--- src/rtl/sys_defs.sv ---
// Shared machine definitions: opcodes, PC width, fetch FSM encoding and the canonical NOP.
package sys_defs;

  localparam int PC_W = 32;

  localparam logic [6:0] OPC_LOAD   = 7'b0000011;
  localparam logic [6:0] OPC_OP_IMM = 7'b0010011;
  localparam logic [6:0] OPC_AUIPC  = 7'b0010111;
  localparam logic [6:0] OPC_STORE  = 7'b0100011;
  localparam logic [6:0] OPC_OP     = 7'b0110011;
  localparam logic [6:0] OPC_LUI    = 7'b0110111;
  localparam logic [6:0] OPC_BRANCH = 7'b1100011;
  localparam logic [6:0] OPC_JALR   = 7'b1100111;
  localparam logic [6:0] OPC_JAL    = 7'b1101111;
  localparam logic [6:0] OPC_SYSTEM = 7'b1110011;

  // addi x0, x0, 0
  localparam logic [31:0] NOP_INST = {12'h000, 5'd0, 3'b000, 5'd0, OPC_OP_IMM};

  typedef enum logic {
    S_REQ  = 1'b0,
    S_WAIT = 1'b1
  } if_state_e;

endpackage

--- src/rtl/if_stage.sv ---
// Instruction fetch stage: single-outstanding memory request FSM feeding a one-entry
// output register to decode, with execute-stage redirect and in-flight response drop.
module if_stage
  import sys_defs::*;
#(
  parameter logic [PC_W-1:0] RESET_PC = 32'h0000_0000
) (
  input  logic            clock,
  input  logic            reset_n,
  input  logic            fetch_en,
  output logic            imem_req_valid,
  input  logic            imem_req_ready,
  output logic [PC_W-1:0] imem_addr,
  input  logic            imem_rsp_valid,
  input  logic [31:0]     imem_rsp_data,
  input  logic            ex_take_branch,
  input  logic [PC_W-1:0] ex_target_pc,
  input  logic            id_ready,
  output logic [31:0]     if_inst,
  output logic            if_valid_inst,
  output logic [PC_W-1:0] if_pc,
  output logic [PC_W-1:0] if_npc
);

  localparam logic [PC_W-1:0] RESET_NPC = RESET_PC + PC_W'(4);

  if_state_e       state_q, state_d;
  logic [PC_W-1:0] pc_q, pc_d;
  logic            drop_q, drop_d;
  logic [31:0]     if_inst_q, if_inst_d;
  logic [PC_W-1:0] if_pc_q, if_pc_d;
  logic [PC_W-1:0] if_npc_q, if_npc_d;
  logic            if_valid_q, if_valid_d;

  logic            req_valid;
  logic            handshake;
  logic            load;
  logic [PC_W-1:0] pc_inc;
  logic [PC_W-1:0] redirect_pc;

  // The one adder: pc + 4 becomes both the next fetch pc and the registered if_npc.
  assign pc_inc      = pc_q + PC_W'(4);
  assign redirect_pc = {ex_target_pc[PC_W-1:2], 2'b00};

  // Request is held off while the output register is full and not draining, so a
  // response always has somewhere to land. Gated by reset so outputs are quiet in reset.
  assign req_valid = reset_n && (state_q == S_REQ) && fetch_en && (!if_valid_q || id_ready);
  assign handshake = req_valid && imem_req_ready;
  assign load      = (state_q == S_WAIT) && imem_rsp_valid && !drop_q && !ex_take_branch;

  always_comb begin
    state_d    = state_q;
    pc_d       = pc_q;
    drop_d     = drop_q;
    if_inst_d  = if_inst_q;
    if_pc_d    = if_pc_q;
    if_npc_d   = if_npc_q;
    if_valid_d = if_valid_q;

    case (state_q)
      S_REQ: begin
        if (handshake) state_d = S_WAIT;
      end
      S_WAIT: begin
        if (imem_rsp_valid) begin
          state_d = S_REQ;
          drop_d  = 1'b0;
        end
      end
      default: state_d = S_REQ;
    endcase

    if (load) begin
      if_inst_d  = imem_rsp_data;
      if_pc_d    = pc_q;
      if_npc_d   = pc_inc;
      pc_d       = pc_inc;
      if_valid_d = 1'b1;
    end else if (id_ready && if_valid_q) begin
      if_valid_d = 1'b0;
    end

    // A redirect overrides everything; any request already in flight is marked stale.
    if (ex_take_branch) begin
      pc_d       = redirect_pc;
      if_valid_d = 1'b0;
      if (state_q == S_REQ) begin
        drop_d = handshake;
      end else if (!imem_rsp_valid) begin
        drop_d = 1'b1;
      end
    end
  end

  always_ff @(posedge clock or negedge reset_n) begin
    if (!reset_n) begin
      state_q    <= S_REQ;
      pc_q       <= RESET_PC;
      drop_q     <= 1'b0;
      if_inst_q  <= NOP_INST;
      if_pc_q    <= RESET_PC;
      if_npc_q   <= RESET_NPC;
      if_valid_q <= 1'b0;
    end else begin
      state_q    <= state_d;
      pc_q       <= pc_d;
      drop_q     <= drop_d;
      if_inst_q  <= if_inst_d;
      if_pc_q    <= if_pc_d;
      if_npc_q   <= if_npc_d;
      if_valid_q <= if_valid_d;
    end
  end

  assign imem_req_valid = req_valid;
  assign imem_addr      = {pc_q[PC_W-1:2], 2'b00};
  assign if_inst        = if_inst_q;
  assign if_valid_inst  = if_valid_q;
  assign if_pc          = if_pc_q;
  assign if_npc         = if_npc_q;

endmodule

--- config.mk ---
export PLATFORM = sky130hd
export DESIGN_NAME = if_stage
export DESIGN_NICKNAME = d
export VERILOG_FILES = /design/src/rtl/sys_defs.sv /design/src/rtl/if_stage.sv
export SDC_FILE = /design/constraint.sdc
export NUM_CORES = 1
export LEC_CHECK = 0
export CAP_MARGIN = 40
export CORE_MARGIN = 8
export CORE_UTILIZATION = 45
export CTS_CLUSTER_DIAMETER = 200
export DETAILED_ROUTE_END_ITERATION = 16
export DONT_BUFFER_PORTS = 1
export MAX_ROUTING_LAYER = met4
export PLACE_DENSITY = 0.69
export SYNTH_ARGS = -nofsm -noshare
export SYNTH_HDL_FRONTEND = slang
export SYNTH_SLANG_ARGS = --single-unit
--- constraint.sdc ---
create_clock -name clock -period 4.5 [get_ports clock]
set_clock_uncertainty 0.05 [all_clocks]
set_input_delay 0.9 -clock clock [delete_from_list [all_inputs] [get_ports clock]]
set_output_delay 0.9 -clock clock [all_outputs]
set_load 0.05 [all_outputs]
==> flow_metrics.tcl <==
set metrics [dict create \
    status "completed" \
    intPower_uw 2280 \
    crit_path_max_fanout 10 \
    leakage_uw 0.00294 \
    layout_worst_path_cycle_share 0.652 \
    async_flop_share 1.00 \
    yosysTopAreaCell "dfrtp_1" \
    p_per_area_nw_per_um2 654 \
    relSlewSlack 0.449 \
    ys_ff_latch 125 \
    timing.critical_path.to "if_npc[28]" \
    drive_gt1_frac 0.0881 \
    nets 695 \
    start_util 0.457 \
    viasPerCell 5.31 \
    drt-total-wl_microns 15000 \
    drt-initial-drc-count 273 \
    required_ns 4.72 \
    holdCritPathClass "in -> async" \
    synth_cells 643 \
    pre_cts_ws_ns 1.51 \
    grt_usage 0.189 \
    path_class "reg -> reg" \
    numCtsBuffers 17 \
    ant_nets 0 \
    core_area_sq_um 12600 \
    layout_setup_ws_ns 1.57 \
    switching_share 0.453 \
    fin_crit_ns 2.93 \
    wl_per_cell_microns 18.5 \
    hold_violations 0 \
    grt.overflow.total 0 \
    synth_seq_area_share 0.545 \
    fmax_mhz 341 \
    power.net_switching_uw 1890 \
    drt_pass1_iterations 4 \
    ff2ff_path_depth 6 \
    drv_slew 0 \
    post_cts_buffers 0 \
    ff2ff_setup_slack_ns 1.57 \
    cts_resized 0 \
    grt_max_degree 128 \
    hpwl_microns 10500 \
    cts-root-buf "clkbuf_16" \
    p_seq_frac 0.619 \
    synth_edf_count 0 \
    avgSynthCellArea_sq_um 8.94 \
    clock_sinks 125 \
    synth_top_area_share 0.527 \
    maxCapViolations 0 \
    r2r_start "pc_q[2]" \
    final.setup.tns_ns 0 \
    drc 0 \
    n_antenna_cell 0 \
    reg2reg_to "if_npc[28]" \
    cp-end-kind "flop" \
    synth_cell_types 35 \
    gp_congestion 0.773 \
    row_count 41 \
    worstPathArrival_ns 3.15 \
    synthTopCellsByCount "nand2_1 (264), dfrtp_1 (121), o21ai_0 (51)" \
    clk_pin_slew_ns 0.06 \
    netlist_area_sq_um 5750 \
    slowest_stage "or4_1" \
    yosys_warnings 0 \
    synth_most_common_cell "nand2_1" \
    die-height_microns 129 \
    power_frac_comb 0.074 \
    finalSetupViolations 0 \
    synth_flop_cell "dfrtp_1" \
    clkLatencyLatePin_ns 0.41 \
    design.portCount 201 \
    grt_pass1_wl_microns 23500 \
    fill_cells 1169 \
    htreeDepth 4 \
    port_buffers 0 \
    tightest_slew_ns 0.820 \
    worstSetupStartpoint "pc_q[2]" \
    cp-start-kind "flop" \
    syn2layout_area_growth_pct 11.0 \
    clockBufferDepth 2 \
    cts_tree "built" \
    antenna_found_initial 0 \
    ir_drop_mv 0.321 \
    via_count 4290 \
    pwr-share-clk 0.307 \
    rsz0062_at_grt "no" \
    synthTopCellsByArea "dfrtp_1 (53%), nand2_1 (17%), o21ai_0 (4.4%)" \
    crit_path_cell_trace "ha_1, nand3_4, or4_1, nor3_1, xnor2_1, o21ai_1" \
    fp.dieW_microns 129 \
    cp_slowest_stage_delay_ns 0.87 \
    cts_hold_buf 0 \
    die-area_sq_um 16600 \
    first_global_vias 4340 \
]
## critical path, delay by kind of cell (launching register included)
kind,cells,cell delay (ns)
AO/OA/AOI/OAI,1,0.07
XOR/XNOR,1,0.15
adder cells (fa/ha/maj),1,0.36
AND/OR/NAND/NOR,3,1.37
flip-flops,1,0.78
## through the flow
step / utilization / power (uW) / hold WS (ns) / instance area, sq um / std cells
5_1_grt: 0.507 / 4350 / 0.100 / 6380 / 808
3_5_place_dp: 0.462 / 2930 / 0.542 / 5800 / 775
4_1_cts: 0.507 / 4220 / 0.104 / 6370 / 807
3_3_place_gp: 0.461 / 2890 / 0.530 / 5790 / 773
6_report: 0.507 / 4170 / 0.136 / 6380 / 808
2_1_floorplan: - / 2790 / 0.505 / 5760 / 648
## sequential cells by signal, indices dropped and copies added (netlist names)
signal	count
if_npc	30
drop_q	1
if_valid_inst	1
pc_q	30
if_pc	30
if_inst	32
state_q	1
## per-layer routing
layer / routed length, microns / part of all wire / global-route usage
met5: 0 / 0 / -
met1: 6010 / 0.40 / 0.218
met2: 7380 / 0.49 / 0.292
met3: 1220 / 0.082 / 0.0695
met4: 350 / 0.023 / 0.0760
## power groups by stage
stage / Combinational (uW) / Sequential [uW] / Clock, uW
4_1_cts: 313 / 2590 / 1310
3_3_place_gp: 290 / 2600 / 0
6_report: 307 / 2580 / 1280
3_5_place_dp: 314 / 2610 / 0
2_1_floorplan: 294 / 2490 / 0
5_1_grt: 366 / 2620 / 1360
## cells by family after synthesis
kind of cell / count (synthesis) / share of synthesized area
other: 1 / 0.000653
flip-flops: 125 / 0.545
XOR/XNOR: 57 / 0.0869
multiplexers: 2 / 0.00348
adder cells (fa/ha/maj): 1 / 0.00218
AND/OR/NAND/NOR: 341 / 0.265
buffers and inverters: 53 / 0.0414
AO/OA/AOI/OAI: 63 / 0.0551
## placed cells by master (no fill, tap or decap), types with 2 or more instances in the layout
cell,netlist,routed
and2_1,3,3
and3_1,2,2
and4_1,3,3
buf_4,6,6
clkbuf_16,0,17
clkinv_2,0,4
clkinv_4,0,4
clkinvlp_4,0,5
conb_1,1,6
dfrtp_1,121,121
dfstp_2,4,4
inv_1,2,2
mux2i_1,2,2
nand2_1,264,264
nand3_1,14,14
nand4_1,16,16
nor2_1,15,14
nor3_1,8,8
nor3_2,2,2
nor4_4,5,5
o21ai_0,51,51
o21ai_1,10,10
or4_1,2,2
xnor2_1,28,28
xor2_1,29,29
## how the worst min path moves through the flow
stage,slack [ns],startpoint,end
final,0.14,reset_n,if_npc[18]
after global routing,0.10,reset_n,if_npc[19]
after CTS,0.10,reset_n,if_npc[17]
after detailed placement,0.54,if_inst[4],if_inst[4]
after global placement,0.53,drop_q,drop_q
after floorplan,0.50,drop_q,drop_q
## area by class of cell
cell class,count,area (sq um),area share
clock buffers,18,439,0.0689
clock inverters,14,123,0.0192
inverters,2,7.51,0.00118
multi-input cells,470,2400,0.377
flip-flops and latches,125,3130,0.491
well taps,172,215,0.0337
repair buffers,7,56.3,0.00883
(Power assumes the default switching activity.)
